File: src/rtl/demux1x2_buf.sv
// demux1x2_buf: routes a valid/ready input stream to one of two output
// channels. Each channel has its own 2-entry FIFO, so a stall on one
// channel does not block words routed to the other.
//
// Ports:
//   Clk, Rst_n              rising-edge clock, asynchronous active-low reset
//   in_data/in_sel/in_valid input word, destination (1 = A, 0 = B), valid
//   in_ready                word can be accepted this cycle (depends on in_sel)
//   outA_data/valid/ready   channel A output handshake
//   outB_data/valid/ready   channel B output handshake
//   cntA, cntB              16-bit output-transfer counters, present only
//                           when DEMUX_ROUTE_COUNT_EN is defined
module demux1x2_buf #(
    parameter int unsigned WIDTH = 32
) (
    input  logic             Clk,
    input  logic             Rst_n,
    input  logic [WIDTH-1:0] in_data,
    input  logic             in_sel,
    input  logic             in_valid,
    output logic             in_ready,
    output logic [WIDTH-1:0] outA_data,
    output logic             outA_valid,
    input  logic             outA_ready,
    output logic [WIDTH-1:0] outB_data,
    output logic             outB_valid,
    input  logic             outB_ready
`ifdef DEMUX_ROUTE_COUNT_EN
    ,
    output logic [15:0]      cntA,
    output logic [15:0]      cntB
`endif
);

    typedef enum logic [1:0] {
        EMPTY = 2'd0,
        ONE   = 2'd1,
        FULL  = 2'd2
    } fifo_state_t;

    // Channel index 0 is A, index 1 is B.
    fifo_state_t      st   [2];
    logic [WIDTH-1:0] mem  [2][2];
    logic             wptr [2];
    logic             rptr [2];
    logic [1:0]       wr;
    logic [1:0]       rd;
    logic [1:0]       out_ready;
    logic             tgt;

    always_comb begin
        out_ready = {outB_ready, outA_ready};
        tgt       = ~in_sel;
        // A FULL FIFO still accepts when it is being drained in the same cycle.
        in_ready  = (st[tgt] != FULL) || out_ready[tgt];
        wr        = '0;
        if (in_valid && in_ready)
            wr[tgt] = 1'b1;
        rd[0]     = (st[0] != EMPTY) && out_ready[0];
        rd[1]     = (st[1] != EMPTY) && out_ready[1];
    end

    always_ff @(posedge Clk or negedge Rst_n) begin
        if (!Rst_n) begin
            for (int unsigned i = 0; i < 2; i++) begin
                st[i]     <= EMPTY;
                wptr[i]   <= 1'b0;
                rptr[i]   <= 1'b0;
                mem[i][0] <= '0;
                mem[i][1] <= '0;
            end
        end else begin
            for (int unsigned i = 0; i < 2; i++) begin
                if (wr[i]) begin
                    mem[i][wptr[i]] <= in_data;
                    wptr[i]         <= ~wptr[i];
                end
                if (rd[i])
                    rptr[i] <= ~rptr[i];
                case ({wr[i], rd[i]})
                    2'b10:   st[i] <= (st[i] == EMPTY) ? ONE : FULL;
                    2'b01:   st[i] <= (st[i] == FULL) ? ONE : EMPTY;
                    default: st[i] <= st[i];
                endcase
            end
        end
    end

    assign outA_data  = mem[0][rptr[0]];
    assign outB_data  = mem[1][rptr[1]];
    assign outA_valid = (st[0] != EMPTY);
    assign outB_valid = (st[1] != EMPTY);

`ifdef DEMUX_ROUTE_COUNT_EN
    logic [15:0] cnt [2];

    always_ff @(posedge Clk or negedge Rst_n) begin
        if (!Rst_n) begin
            cnt[0] <= '0;
            cnt[1] <= '0;
        end else begin
            for (int unsigned i = 0; i < 2; i++)
                if (rd[i])
                    cnt[i] <= cnt[i] + 16'd1;
        end
    end

    assign cntA = cnt[0];
    assign cntB = cnt[1];
`endif

endmodule

File: config.mk
export PLATFORM = sky130hd
export DESIGN_NAME = demux1x2_buf
export DESIGN_NICKNAME = d
export VERILOG_FILES = /design/src/rtl/demux1x2_buf.sv
export SDC_FILE = /design/constraint.sdc
export NUM_CORES = 1
export LEC_CHECK = 0
export BUFFER_PORTS_ARGS = -buffer_cell sky130_fd_sc_hd__buf_2
export CELL_PAD_IN_SITES_DETAIL_PLACEMENT = 1
export CELL_PAD_IN_SITES_GLOBAL_PLACEMENT = 1
export CORE_MARGIN = 2
export CORE_UTILIZATION = 50
export CTS_CLUSTER_SIZE = 14
export DETAILED_ROUTE_END_ITERATION = 8
export GPL_TIMING_DRIVEN = 0
export PLACE_DENSITY_LB_ADDON = 0.1
export SETUP_SLACK_MARGIN = 0.2
export SLEW_MARGIN = 10
export SYNTH_ARGS = -nofsm -noshare
export SYNTH_HDL_FRONTEND = slang
export SYNTH_SLANG_ARGS = --single-unit
export TNS_END_PERCENT = 30
File: constraint.sdc
create_clock -name Clk -period 5.3 [get_ports Clk]
set_input_delay 0.53 -clock Clk [delete_from_list [all_inputs] [get_ports Clk]]
set_output_delay 0.53 -clock Clk [all_outputs]
set_load 0.005 [all_outputs]
* Yosys cells after proc, flatten, opt, wreduce, memory -nomap -nowiden
Index checks and enable logic that the tools add are counted.
Storage, ports and cells: flip-flop bits (word level) 136, input bits 38, output and inout bits 67, logic and storage cells 75
Cells by class: $lt $le $gt $ge 9, equality and inequality tests 7, multiplexer cells 26, bitwise gates (word level) 10, reduce and logical (&&, ||, !) cells 13
Operators by type and width (number):
- $mux 32 | 8
- $bwmux 64 | 2
- $demux 32 s1 | 2
- $mux 2 | 6
- $ge 2x2->1 const B | 5
- $not 1->2 | 5
- $eq 2x2->1 const B | 4
- $pmux 2 s2 | 2
- $reduce_bool 2->1 | 4
- $logic_and 1x1->1 | 6
- $mux 1 | 5
- $not 1->1 | 5
- $eq 2x1->1 const B | 2
- $logic_not 2->1 | 2
- $lt 2x1->1 const B | 2
- $lt 1x2->1 const B | 1
- $ne 2x2->1 const B | 1
- $demux 1 s1 | 1
- $ge 1x1->1 const B | 1
- $logic_or 1x1->1 | 1

* Logic depth before layout (Yosys ltp)
depth in word-level cells 11, gate-level depth with buffers 6, mapped depth without buffers 6

* Least setup slack after synthesis
Ideal clock, no wire load.
kind in2reg, start input port outB_ready, end register mem[10] in the netlist's numbering, library setup time 0.125 ns, arrival time 1.684 ns, data required time 5.175 ns, path slack 3.491 ns, cell stages on the path 5, cell sequence or3b_1 and4b_1 buf_6 buf_12 mux2_4
Between the ends: longest elaborated chain between the ends 5
Ends and longest elaborated chain:
- start: declaration | RTL line 27 | input logic outB_ready
- $mux 1 (implied by the code) (2 in a row) | RTL line 55 | in_ready = (st[tgt] != FULL) || out_ready[tgt];
- $logic_or 1x1->1 | RTL line 55
- $logic_and 1x1->1 | RTL line 57 | if (in_valid && in_ready)
- $mux 2 | RTL line 57
- end signal: indexed assignment | RTL line 75 | mem[i][wptr[i]] <= in_data;
- end: declaration | RTL line 43 | logic [WIDTH-1:0] mem [2][2];
No other way between the ends. The select of a mux whose other input is x is not followed. A chain may end at the register's enable or synchronous reset.

* Worst setup path after layout
start register rptr[0] in the netlist's numbering, end output port outB_data[9]
Between the ends: longest elaborated chain between the ends 4
Ends and longest elaborated chain:
- start: declaration | RTL line 45 | logic rptr [2];
- start signal: indexed assignment | RTL line 79 | rptr[i] <= ~rptr[i];
- $not 1->2 (implied by the code) | RTL line 90 | assign outB_data = mem[1][rptr[1]];
- $mux 32 (implied by the code) (3 in a row) | RTL line 90
- end: declaration | RTL line 25 | output logic [WIDTH-1:0] outB_data,
No other way between the ends. The select of a mux whose other input is x is not followed.

==> impl_metrics.prom <==
# TYPE chip_impl_metric gauge
chip_impl_metric{name="setup_total_negative_slack",unit="ns"} 0
chip_impl_info{name="min_path_type",value="in -> async"} 1
chip_impl_info{name="tritoncts",value="done"} 1
chip_impl_metric{name="fillCellCount",unit=""} 1164
chip_impl_metric{name="cellPowerDensity",unit="mW/mm^2"} 681.8
chip_impl_metric{name="drive_above_1_share",unit="%"} 65.90
chip_impl_metric{name="placed_cell_area",unit="sq mm"} 0.006807
chip_impl_metric{name="relSlewSlack",unit="%"} 48.48
chip_impl_metric{name="fin_crit_sh",unit="%"} 52.24
chip_impl_metric{name="register_to_register_setup_slack",unit="ns"} 3.30
chip_impl_metric{name="preCtsSetupSlack",unit="ns"} 2.960
chip_impl_metric{name="nNetsFinal",unit=""} 549
chip_impl_metric{name="pin_count_of_the_biggest_net_entering_global_routing",unit=""} 78
chip_impl_metric{name="detailedRoute.firstIterationViolations",unit=""} 99
chip_impl_metric{name="yosys.cell_types.count",unit=""} 24
chip_impl_metric{name="clock_buffers_created_by_tritoncts",unit=""} 17
chip_impl_metric{name="globalRouteTotalUtil",unit="%"} 22.57
chip_impl_metric{name="vdd_drop_max",unit="V"} 0.0002851
chip_impl_metric{name="grt_first_pass_wirelength",unit="microns"} 21910
chip_impl_metric{name="die_h",unit="microns"} 114.2
chip_impl_metric{name="number_of_antenna_violations_at_the_first_check_in_global_routing",unit=""} 0
chip_impl_metric{name="report.power.total",unit="mW"} 5.086
chip_impl_metric{name="synth_edf_count",unit=""} 0
chip_impl_metric{name="required",unit="ns"} 4.77
chip_impl_metric{name="grt-ovfl-total",unit=""} 0
chip_impl_metric{name="critical-path-max-stage-delay",unit="ns"} 0.64
chip_impl_metric{name="cts.htree.levels",unit=""} 4
chip_impl_metric{name="synthesized_netlist_net_count",unit=""} 425
chip_impl_metric{name="slew_violations",unit=""} 0
chip_impl_metric{name="leakage",unit="nW"} 3.401
chip_impl_metric{name="route.detailed.drc",unit=""} 0
chip_impl_metric{name="clk-insertion-delay-late",unit="ns"} 0.42
chip_impl_metric{name="synth.cell_area",unit="sq mm"} 0.006068
chip_impl_metric{name="syn-mean-instance-area",unit="sq um"} 15.76
chip_impl_metric{name="hold_viol",unit=""} 0
chip_impl_metric{name="first_global_vias",unit=""} 3996
chip_impl_metric{name="hold_buffers",unit=""} 0
chip_impl_info{name="timing.critical_path.cells",value="clkbuf_1 -> clkbuf_1 -> mux2_2 -> buf_2"} 1
chip_impl_metric{name="horizontal_die_dimension",unit="microns"} 114.2
chip_impl_metric{name="ys.warnings.count",unit=""} 0
chip_impl_info{name="run_status",value="complete, no violations"} 1
chip_impl_info{name="timing.critical_path.from_type",value="register"} 1
chip_impl_metric{name="num_io_pins",unit=""} 105
chip_impl_metric{name="cts_setup_buffers",unit=""} 0
chip_impl_metric{name="count_of_buffers_from_port_buffering",unit=""} 104
chip_impl_metric{name="post-synth-top-area-fraction",unit="%"} 56.08
chip_impl_metric{name="drtPass1Iterations",unit=""} 4
chip_impl_metric{name="drv.max_cap_violation_count",unit=""} 0
chip_impl_info{name="grt_setup_unrepaired",value="false"} 1
chip_impl_metric{name="routed_wl",unit="microns"} 13610
chip_impl_info{name="synth.largest_area_cell",value="sky130_fd_sc_hd__dfrtp_1"} 1
chip_impl_metric{name="worst-slew-pin-transition",unit="ns"} 0.7728
chip_impl_metric{name="insertedDiodeCount",unit=""} 0
chip_impl_info{name="launching_point_of_the_worst_reg2reg_path",value="st[0]"} 1
chip_impl_metric{name="syn-instance-count",unit=""} 385
chip_impl_info{name="critical_path.most_common_cell",value="sky130_fd_sc_hd__clkbuf_1"} 1
chip_impl_metric{name="gpl.final_weighted_congestion",unit=""} 0.6959
chip_impl_metric{name="postSynth.asyncResetShare",unit="%"} 100.0
chip_impl_metric{name="design.core.area",unit="sq mm"} 0.01191
chip_impl_metric{name="seq_area",unit="sq mm"} 0.003403
chip_impl_metric{name="row_count",unit=""} 40
chip_impl_metric{name="worstRegToRegCells",unit=""} 4
chip_impl_info{name="rr_endpoint",value="mem[46]"} 1
chip_impl_metric{name="routed_length_per_placed_instance",unit="microns"} 20.34
chip_impl_metric{name="dpl_hpwl",unit="microns"} 8901
chip_impl_metric{name="die_area",unit="sq mm"} 0.01303
chip_impl_metric{name="viasPerCell",unit=""} 5.344
chip_impl_metric{name="cts.reportedPaths.clkPinSlew",unit="ns"} 0.05
chip_impl_info{name="critPathSlowestCell",value="sky130_fd_sc_hd__clkbuf_1"} 1
chip_impl_info{name="timing.setup.critical_path_class",value="reg -> out"} 1
chip_impl_metric{name="finish.instance_area",unit="sq mm"} 0.007460
chip_impl_metric{name="ys_seq_elements",unit=""} 136
chip_impl_info{name="clock-root-buffer",value="sky130_fd_sc_hd__clkbuf_16"} 1
chip_impl_metric{name="timing.critical_path.fanout_max",unit=""} 10
chip_impl_metric{name="route.antenna.remaining_nets",unit=""} 0
chip_impl_metric{name="fmax",unit="GHz"} 0.3612
chip_impl_metric{name="area.growth.synth_to_final",unit="%"} 22.93
chip_impl_metric{name="final-setup-viol-count",unit=""} 0
chip_impl_metric{name="ctsResizeCount",unit=""} 0
chip_impl_metric{name="starting_density_of_the_core",unit="%"} 50.95
chip_impl_metric{name="fin_skew",unit="ns"} 0.003578
chip_impl_metric{name="cts_sinks",unit=""} 136
chip_impl_metric{name="vias",unit=""} 3575
chip_impl_metric{name="hold-worst-slack",unit="ns"} 0.08710
chip_impl_metric{name="post-route-worst-setup-slack",unit="ns"} 2.531
chip_impl_info{name="end_kind",value="output port"} 1
chip_impl_metric{name="cp.arrival",unit="ns"} 2.24
chip_impl_metric{name="synth_sequential_area_ratio",unit="%"} 56.08
chip_impl_metric{name="finalCriticalPeriod",unit="ns"} 2.769
chip_impl_info{name="synth_area_leaders",value="sky130_fd_sc_hd__dfrtp_1 (56%), sky130_fd_sc_hd__mux2_2 (29%), sky130_fd_sc_hd__mux2_4 (7.4%)"} 1
chip_impl_info{name="ys_dominant_reg_cell",value="sky130_fd_sc_hd__dfrtp_1"} 1
chip_impl_metric{name="multi_input_logic_area",unit="sq mm"} 0.002511
chip_impl_metric{name="max-clock-path-buffers",unit=""} 2
==> layer usage <==
metal / global-route usage [%] / up-vias / routed length, microns
met1: 27.36 / 1866 / 5773
met4: 8.130 / 0 / 201
li1: - / 1621 / -
met3: 5.717 / 18 / 518
met2: 39.13 / 70 / 7116
met5: 0 / - / 0
==> final cells by class <==
cell class,instances,area share [%]
Clock buffer,19,6.072
Sequential cell,136,45.62
Timing Repair Buffer,105,7.430
Multi-Input combinational cell,226,33.66
Tap cell,147,2.466
Inverter,2,0.1006
Clock inverter,13,2.684
Buffer,21,1.962
==> kinds of logic after synthesis <==
logic type / after synthesis / share of synthesized area (%)
XOR/XNOR: 6 / 0.8660
multiplexers: 192 / 37.48
buffers and inverters: 23 / 2.536
AND/OR/NAND/NOR: 19 / 2.041
AO/OA/AOI/OAI: 7 / 0.5773
adder cells (fa/ha/maj): 2 / 0.4123
flip-flops: 136 / 56.08
==> layout by cell type (no fill, tap or decap), drive strengths merged <==
cell | synthesis | layout
nand3b | 1 | 1
or3b | 1 | 1
ha | 2 | 2
buf | 13 | 118
a21oi | 5 | 5
clkinvlp | 0 | 4
xor2 | 2 | 2
nand3 | 1 | 1
nor2 | 2 | 2
and4b | 1 | 1
inv | 2 | 2
and2 | 2 | 2
or2 | 3 | 3
bufinv | 0 | 5
clkinv | 0 | 4
xnor2 | 4 | 4
nor3b | 2 | 2
clkbuf | 8 | 27
nor3 | 1 | 1
nand2 | 5 | 5
o21ai | 2 | 2
dfrtp | 136 | 136
mux2 | 192 | 192
==> worst max-delay path, delay by kind of cell, from the launching register on <==
kind | cells | cell delay, ns
multiplexers | 1 | 0.42
buffers and inverters | 3 | 1.07
flip-flops | 1 | 0.33
==> how the worst max path moves through the flow <==
| stage | cells past startpoint | slack [ns] | start | endpoint |
|---|---|---|---|---|
| after floorplan | 5 | 3.49 | outB_ready | mem[10] |
| after global placement | 1 | 1.93 | Rst_n | mem[100] |
| after detailed placement | 4 | 2.96 | rptr[0] | outB_data[9] |
| after CTS | 4 | 2.49 | rptr[0] | outB_data[8] |
| after global routing | 4 | 2.42 | rptr[0] | outB_data[21] |
| final | 4 | 2.53 | rptr[0] | outB_data[9] |
==> report_power, final <==
part | leakage, nW | total [mW] | switching, mW | internal, mW
Sequential | 1.61 | 1.85 | 0.281 | 1.57
Combinational | 1.48 | 1.94 | 0.763 | 1.17
Clock | 0.311 | 1.30 | 0.441 | 0.855
==> sequential cells by signal, indices dropped and copies added, names as in the netlist <==
register  count
mem         128
st            4
wptr          2
rptr          2
==> synthesized netlist by cell type, types with 2 or more instances <==
| master | count |
|---|---|
| sky130_fd_sc_hd__a21oi_1 | 5 |
| sky130_fd_sc_hd__and2_1 | 2 |
| sky130_fd_sc_hd__buf_12 | 3 |
| sky130_fd_sc_hd__buf_2 | 9 |
| sky130_fd_sc_hd__clkbuf_1 | 8 |
| sky130_fd_sc_hd__dfrtp_1 | 136 |
| sky130_fd_sc_hd__ha_1 | 2 |
| sky130_fd_sc_hd__inv_1 | 2 |
| sky130_fd_sc_hd__mux2_1 | 4 |
| sky130_fd_sc_hd__mux2_2 | 158 |
| sky130_fd_sc_hd__mux2_4 | 30 |
| sky130_fd_sc_hd__nand2_1 | 5 |
| sky130_fd_sc_hd__nor2_1 | 2 |
| sky130_fd_sc_hd__nor3b_2 | 2 |
| sky130_fd_sc_hd__o21ai_0 | 2 |
| sky130_fd_sc_hd__or2_2 | 3 |
| sky130_fd_sc_hd__xnor2_1 | 4 |
| sky130_fd_sc_hd__xor2_1 | 2 |
==> through the flow <==
stage	cells	util (%)
3_3_place_gp	636	56.86
6_report	669	62.63
2_1_floorplan	385	-
3_5_place_dp	637	57.14
4_1_cts	669	62.63
5_1_grt	669	62.63
(Power assumes the default switching activity.)
